`config.mk`:
```
export PLATFORM = sky130hd
export DESIGN_NAME = wb_commit_arb
export DESIGN_NICKNAME = d
export VERILOG_FILES = /design/src/rtl/wb_commit_arb.sv
export SDC_FILE = /design/constraint.sdc
export NUM_CORES = 1
export LEC_CHECK = 0
export BUFFER_PORTS_ARGS = -buffer_cell sky130_fd_sc_hd__buf_2
export CAP_MARGIN = 10
export CORE_MARGIN = 4
export CORE_UTILIZATION = 50
export DETAILED_ROUTE_END_ITERATION = 10
export PLACE_DENSITY = 0.81
export SETUP_SLACK_MARGIN = 0.3
export SYNTH_ARGS = -nofsm -noshare
export SYNTH_HDL_FRONTEND = slang
export SYNTH_SLANG_ARGS = --single-unit
```
`constraint.sdc`:
```
create_clock -name clk -period 4.6 [get_ports clk]
set_clock_uncertainty 0.15 [all_clocks]
set_input_delay 0.92 -clock clk [delete_from_list [all_inputs] [get_ports clk]]
set_output_delay 0.92 -clock clk [all_outputs]
set_load 0.1 [all_outputs]
```
`src/rtl/wb_commit_arb.sv`:
```
// Write-back / commit arbiter: one holding buffer per long-latency unit, up to
// two buffered results granted per cycle in round-robin order onto two ports.
module wb_commit_arb #(
    parameter int NUM_SRC         = 4,
    parameter int REG_ADDR_WIDTH  = 5,
    parameter int REG_DATA_WIDTH  = 32,
    parameter int COMMIT_ID_WIDTH = 3
) (
    input  logic                                 clk,
    input  logic                                 rst_n,
    input  logic [NUM_SRC-1:0]                   src_valid_i,
    output logic [NUM_SRC-1:0]                   src_ready_o,
    input  logic [NUM_SRC-1:0]                   src_rd_we_i,
    input  logic [NUM_SRC*REG_ADDR_WIDTH-1:0]    src_rd_addr_i,
    input  logic [NUM_SRC*REG_DATA_WIDTH-1:0]    src_data_i,
    input  logic [NUM_SRC*COMMIT_ID_WIDTH-1:0]   src_commit_id_i,
    output logic                                 wb1_we_o,
    output logic                                 wb2_we_o,
    output logic [REG_ADDR_WIDTH-1:0]            wb1_addr_o,
    output logic [REG_ADDR_WIDTH-1:0]            wb2_addr_o,
    output logic [REG_DATA_WIDTH-1:0]            wb1_data_o,
    output logic [REG_DATA_WIDTH-1:0]            wb2_data_o,
    output logic                                 commit_valid_o,
    output logic                                 commit_valid2_o,
    output logic [COMMIT_ID_WIDTH-1:0]           commit_id_o,
    output logic [COMMIT_ID_WIDTH-1:0]           commit_id2_o
);

    localparam int PTR_W = (NUM_SRC > 1) ? $clog2(NUM_SRC) : 1;
    localparam int CNT_W = PTR_W + 1;
    localparam logic [CNT_W-1:0] NUM_SRC_C = CNT_W'(NUM_SRC);

    logic [NUM_SRC-1:0]         buf_valid_q;
    logic [NUM_SRC-1:0]         buf_we_q;
    logic [REG_ADDR_WIDTH-1:0]  buf_rd_q   [NUM_SRC];
    logic [REG_DATA_WIDTH-1:0]  buf_data_q [NUM_SRC];
    logic [COMMIT_ID_WIDTH-1:0] buf_id_q   [NUM_SRC];
    logic [PTR_W-1:0]           rr_q;
    logic [PTR_W-1:0]           rr_d;

    logic                       grant_a_s;
    logic                       cand_b_s;
    logic                       grant_b_s;
    logic                       same_rd_s;
    logic [PTR_W-1:0]           idx_a_s;
    logic [PTR_W-1:0]           idx_b_s;
    logic [CNT_W-1:0]           slot_s;
    logic [PTR_W-1:0]           slot_idx_s;
    logic [NUM_SRC-1:0]         grant_s;

    logic                       wb1_we_q, wb2_we_q;
    logic [REG_ADDR_WIDTH-1:0]  wb1_addr_q, wb2_addr_q;
    logic [REG_DATA_WIDTH-1:0]  wb1_data_q, wb2_data_q;
    logic                       cv1_q, cv2_q;
    logic [COMMIT_ID_WIDTH-1:0] id1_q, id2_q;

    function automatic logic [PTR_W-1:0] wrap_inc(input logic [PTR_W-1:0] p);
        logic [CNT_W-1:0] n;
        n = {1'b0, p} + CNT_W'(1);
        if (n >= NUM_SRC_C) begin
            wrap_inc = '0;
        end else begin
            wrap_inc = n[PTR_W-1:0];
        end
    endfunction

    // Round-robin scan for the first two valid buffers, then the same-rd veto on B.
    always_comb begin
        grant_a_s  = 1'b0;
        cand_b_s   = 1'b0;
        idx_a_s    = '0;
        idx_b_s    = '0;
        slot_s     = '0;
        slot_idx_s = '0;
        for (int i = 0; i < NUM_SRC; i++) begin
            slot_s     = {1'b0, rr_q} + CNT_W'(i);
            slot_idx_s = (slot_s >= NUM_SRC_C) ? PTR_W'(slot_s - NUM_SRC_C) : slot_s[PTR_W-1:0];
            if (buf_valid_q[slot_idx_s] && !grant_a_s) begin
                grant_a_s = 1'b1;
                idx_a_s   = slot_idx_s;
            end else if (buf_valid_q[slot_idx_s] && !cand_b_s) begin
                cand_b_s = 1'b1;
                idx_b_s  = slot_idx_s;
            end else begin
                cand_b_s = cand_b_s;
            end
        end

        same_rd_s = cand_b_s && buf_we_q[idx_a_s] && buf_we_q[idx_b_s]
                    && (buf_rd_q[idx_a_s] == buf_rd_q[idx_b_s])
                    && (buf_rd_q[idx_a_s] != '0);
        grant_b_s = cand_b_s && !same_rd_s;

        for (int k = 0; k < NUM_SRC; k++) begin
            grant_s[k] = (grant_a_s && (idx_a_s == PTR_W'(k)))
                      || (grant_b_s && (idx_b_s == PTR_W'(k)));
        end

        if (grant_b_s) begin
            rr_d = wrap_inc(idx_b_s);
        end else if (grant_a_s) begin
            rr_d = wrap_inc(idx_a_s);
        end else begin
            rr_d = rr_q;
        end
    end

    assign src_ready_o = {NUM_SRC{rst_n}} & (~buf_valid_q | grant_s);

    // Holding buffers and round-robin pointer; a granted buffer may reload on the same edge.
    always_ff @(posedge clk) begin
        if (!rst_n) begin
            buf_valid_q <= '0;
            buf_we_q    <= '0;
            rr_q        <= '0;
            for (int k = 0; k < NUM_SRC; k++) begin
                buf_rd_q[k]   <= '0;
                buf_data_q[k] <= '0;
                buf_id_q[k]   <= '0;
            end
        end else begin
            rr_q <= rr_d;
            for (int k = 0; k < NUM_SRC; k++) begin
                if (src_valid_i[k] && src_ready_o[k]) begin
                    buf_valid_q[k] <= 1'b1;
                    buf_we_q[k]    <= src_rd_we_i[k];
                    buf_rd_q[k]    <= src_rd_addr_i[k*REG_ADDR_WIDTH +: REG_ADDR_WIDTH];
                    buf_data_q[k]  <= src_data_i[k*REG_DATA_WIDTH +: REG_DATA_WIDTH];
                    buf_id_q[k]    <= src_commit_id_i[k*COMMIT_ID_WIDTH +: COMMIT_ID_WIDTH];
                end else if (grant_s[k]) begin
                    buf_valid_q[k] <= 1'b0;
                end else begin
                    buf_valid_q[k] <= buf_valid_q[k];
                end
            end
        end
    end

    // Port registers: an ungranted port drops valid/we but keeps its last addr/data/id.
    always_ff @(posedge clk) begin
        if (!rst_n) begin
            cv1_q      <= 1'b0;
            cv2_q      <= 1'b0;
            wb1_we_q   <= 1'b0;
            wb2_we_q   <= 1'b0;
            wb1_addr_q <= '0;
            wb2_addr_q <= '0;
            wb1_data_q <= '0;
            wb2_data_q <= '0;
            id1_q      <= '0;
            id2_q      <= '0;
        end else begin
            cv1_q    <= grant_a_s;
            cv2_q    <= grant_b_s;
            wb1_we_q <= grant_a_s && buf_we_q[idx_a_s] && (buf_rd_q[idx_a_s] != '0);
            wb2_we_q <= grant_b_s && buf_we_q[idx_b_s] && (buf_rd_q[idx_b_s] != '0);
            if (grant_a_s) begin
                wb1_addr_q <= buf_rd_q[idx_a_s];
                wb1_data_q <= buf_data_q[idx_a_s];
                id1_q      <= buf_id_q[idx_a_s];
            end else begin
                wb1_addr_q <= wb1_addr_q;
            end
            if (grant_b_s) begin
                wb2_addr_q <= buf_rd_q[idx_b_s];
                wb2_data_q <= buf_data_q[idx_b_s];
                id2_q      <= buf_id_q[idx_b_s];
            end else begin
                wb2_addr_q <= wb2_addr_q;
            end
        end
    end

    assign commit_valid_o  = cv1_q;
    assign commit_valid2_o = cv2_q;
    assign commit_id_o     = id1_q;
    assign commit_id2_o    = id2_q;
    assign wb1_we_o        = wb1_we_q;
    assign wb2_we_o        = wb2_we_q;
    assign wb1_addr_o      = wb1_addr_q;
    assign wb2_addr_o      = wb2_addr_q;
    assign wb1_data_o      = wb1_data_q;
    assign wb2_data_o      = wb2_data_q;

endmodule
```
==> impl_metrics.py <==
metrics = {
    "setup_path": {
        "path_delay_family": "compound AO/OA/AOI/OAI gates",
        "setup.worst_path.class": "flop to output pin",
        "critPathRequiredTime_ns": 3.53,
        "worstSetupStartpoint": "buf_valid_q[0]$_SDFFE_PN0P_",
        "critical_path.max_stage_delay_ns": 0.61,
        "rr_startpoint": "buf_valid_q[0]$_SDFFE_PN0P_",
        "crit_chain": "nor2b_4, or4_4, buf_4, a21bo_2, a32oi_2, or4_4, o211ai_4, a2111oi_4, a21oi_4, a21o_1, and2_4, buf_12",
        "worst-path-max-fanout": 8,
        "cpMostUsedCell": "or4_4",
        "crit_buf_inv": 2,
        "cp.arrival_ns": 3.72,
        "cp_slowest_cell": "or4_4",
        "cp-start-kind": "flop",
        "cp-end-kind": "output pin",
    },
    "job": {
        "maxCapViolCount": 0,
    },
    "yosys": {
        "synthesis.area_um2": 12900,
        "synth-compound-area-share_pct": 12.3,
        "synthXorXnorAreaFrac_pct": 0.204,
        "synth_edf_count": 160,
        "syn-instance-count": 1407,
        "ys_ff_latch": 254,
        "syn_area_per_cell_um2": 9.14,
        "yosysSeqAreaShare_pct": 52.0,
        "yosys_warnings": 0,
        "muxShareOfSynthArea_pct": 1.22,
        "syn_nets": 1585,
        "ys_types": 62,
        "synthTopCellsByCount": "nand2_1 (387), edfxtp_1 (160), nand3_1 (155)",
        "synth_ff_type": "edfxtp_1",
        "synth_top_area_share_pct": 37.4,
        "synthAdderAreaFrac_pct": 0.778,
        "synth.most_common_cell": "nand2_1",
        "synthSimpleGateAreaFrac_pct": 29.1,
        "synth_top_family_by_area": "simple AND/OR/NAND/NOR gates",
        "synth_top_cell_by_area": "edfxtp_1",
        "synthArstFlopShare_pct": 0,
        "synth_area_leaders": "edfxtp_1 (37%), dfxtp_1 (15%), nand2_1 (11%), nand3_1 (6.0%), and2_1 (4.5%)",
    },
    "global_routing": {
        "grt_pass1_vias": 11700,
        "antenna_found_initial": 1,
        "grt_max_degree": 62,
        "grt_pass1_wl_um": 65000,
        "grt_use_total_pct": 29.2,
        "grt.overflow.total": 0,
    },
    "place": {
        "hpwl_um": 27400,
        "dpl_worst_slack_ns": 0.115,
        "post_dp_cell_area_um2": 14500,
        "dpl.cell_count": 1918,
        "gp_congestion": 0.859,
        "port_buffers": 257,
    },
    "timing": {
        "hold_viol": 0,
        "setup_violations": 4,
        "relSlewSlack_pct": 18.1,
        "fin_crit_sh_pct": 104,
        "rsz0062_at_grt": "true",
        "tns_ns": -0.518,
        "worst_slew_pin_slew_ns": 1.23,
        "drv_slew": 0,
        "period_minus_slack_ns": 4.79,
        "fmax_ghz": 0.209,
        "hold_slack_ns": 0.306,
        "setup_ws_ns": -0.188,
    },
    "floorplanning": {
        "dieArea_um2": 28300,
        "die_x_um": 168,
        "start_util_pct": 50.9,
        "die_h_um": 168,
        "rows": 58,
        "ios": 258,
        "core_um2": 25300,
    },
    "cts": {
        "clockBufferDepth": 3,
        "clock-sinks": 254,
        "cts_tree": "built",
        "cts_made_buffers": 28,
        "clk_pin_slew_ns": 0.06,
        "ctsHoldBuffers": 0,
        "clock-root-buffer": "clkbuf_16",
        "htree_levels": 1,
        "clk_latency_ns": 0.54,
    },
    "finish": {
        "layoutNonFillerInstCount": 1991,
        "synthToLayoutAreaGrowth_pct": 22.5,
        "diodes": 0,
        "design_area_um2": 15700,
        "finish.utilization_pct": 62.4,
        "drive_gt1_share_pct": 25.3,
        "fill_cells": 2114,
        "nets": 1818,
    },
    "detailed_routing": {
        "drc": 0,
        "wl_um": 42700,
        "dr.pass1.iters": 5,
        "vias_per_cell": 5.91,
        "vias": 11800,
        "ant_nets": 0,
        "first_iter_violations": 1306,
        "wl_per_cell_um": 21.4,
    },
    "power": {
        "powerDensity_nw_per_um2": 529,
        "p_leak_nw": 6.88,
        "total_power_mw": 8.33,
        "irDropWorstVdd_mv": 0.388,
    },
    "hold_path": {
        "hp-class": "flop to flop",
        "holdCritStartpoint": "wb1_data_o[19]$_SDFFE_PN0P_",
    },
    "outcome": {
        "violations": "setup timing",
        "status": "finished with violations",
    },
}
==> where the power goes <==
part,leakage [nW],internal (mW),switching (mW)
Sequential,2.52,2.76,0.188
Combinational,3.94,0.820,2.38
Clock,0.427,1.27,0.902
Total,6.88,4.85,3.47
==> registers in the layout (all words and copies together), names as in the netlist <==
name,cells
wb1_we_o,1
commit_id_o,3
wb2_data_o,32
rr_q,2
wb1_addr_o,5
buf_id_q,12
buf_rd_q,20
wb2_we_o,1
buf_data_q,128
commit_valid_o,1
buf_valid_q,4
buf_we_q,4
commit_id2_o,3
wb1_data_o,32
commit_valid2_o,1
wb2_addr_o,5
==> tightest hold or removal path, delay by kind of cell, from the launching register on <==
| kind | cells | cell delay, ns |
|---|---|---|
| DFF | 1 | 0.30 |
| AOI/OAI and AO/OA | 1 | 0.06 |
| and+or+nand+nor | 1 | 0.04 |
==> cell type report <==
cell class / count / area, um^2 / area share (%)
Timing Repair Buffer: 318 / 1860 / 11.8
Clock buffer: 43 / 818 / 5.20
Inverter: 15 / 60.1 / 0.381
Multi-Input combinational cell: 1023 / 5830 / 37.0
Sequential cell: 254 / 6710 / 42.6
Tap cell: 330 / 413 / 2.62
Clock inverter: 8 / 70.1 / 0.445
==> logic make-up after synthesis <==
family | count (synthesis)
XOR/XNOR | 3
adder cells (fa/ha/maj) | 8
AO/OA/AOI/OAI | 216
flip-flops | 254
buffers and inverters | 131
AND/OR/NAND/NOR | 780
multiplexers | 15
==> cell usage in the layout (no fill, tap or decap), types with 4 or more instances in the layout <==
| cell type | instances |
|---|---|
| a21oi_1 | 6 |
| buf_2 | 252 |
| o21ai_0 | 35 |
| a221oi_1 | 5 |
| clkinv_1 | 4 |
| edfxtp_1 | 160 |
| a21boi_1 | 30 |
| nand2b_1 | 7 |
| and2_1 | 85 |
| dfxtp_4 | 5 |
| nand4_1 | 8 |
| nor4_1 | 5 |
| a21bo_2 | 4 |
| nor2b_1 | 5 |
| ha_1 | 8 |
| clkbuf_8 | 4 |
| nand3_1 | 154 |
| buf_12 | 7 |
| nor2_1 | 5 |
| mux2_2 | 4 |
| nand2_1 | 384 |
| inv_1 | 11 |
| nor2b_4 | 4 |
| nor3b_1 | 5 |
| o21ai_1 | 12 |
| clkbuf_16 | 29 |
| clkbuf_1 | 10 |
| a21boi_0 | 48 |
| dfxtp_1 | 88 |
| or4_4 | 4 |
| buf_4 | 55 |
| mux2i_1 | 10 |
| and3_1 | 90 |
| and2_4 | 4 |
| o211ai_1 | 37 |
==> timing repair <==
| item | in CTS | in global routing |
|---|---|---|
| pin swaps | 14 | 11 |
| hold endpoints to repair | 0 | 0 |
| setup endpoints to repair | 112 | 4 |
| setup buffers | 17 | 4 |
| gates resized for setup | 35 | 13 |
| cloned | 1 | 0 |
==> per-layer routing <==
metal	up-vias	part of all wire, %	GRT usage (%)
met1	5544	39	37.8
li1	5387	-	-
met2	703	47	48.8
met5	-	0.030	0
met4	2	3.9	11.9
met3	132	10	5.07
==> final timing paths <==
path | to | slack [ns] | cells past startpoint
worst max-delay path | src_ready_o[1] | -0.19 | 12
worst min register to register | wb1_data_o[19]$_SDFFE_PN0P_ | 0.31 | 2
worst min-delay path | wb1_data_o[19]$_SDFFE_PN0P_ | 0.31 | 2
worst max register to register | buf_data_q[3][4]$_SDFFCE_PN0P_ | 0.52 | 13
Power figures use the tool's default switching activity.
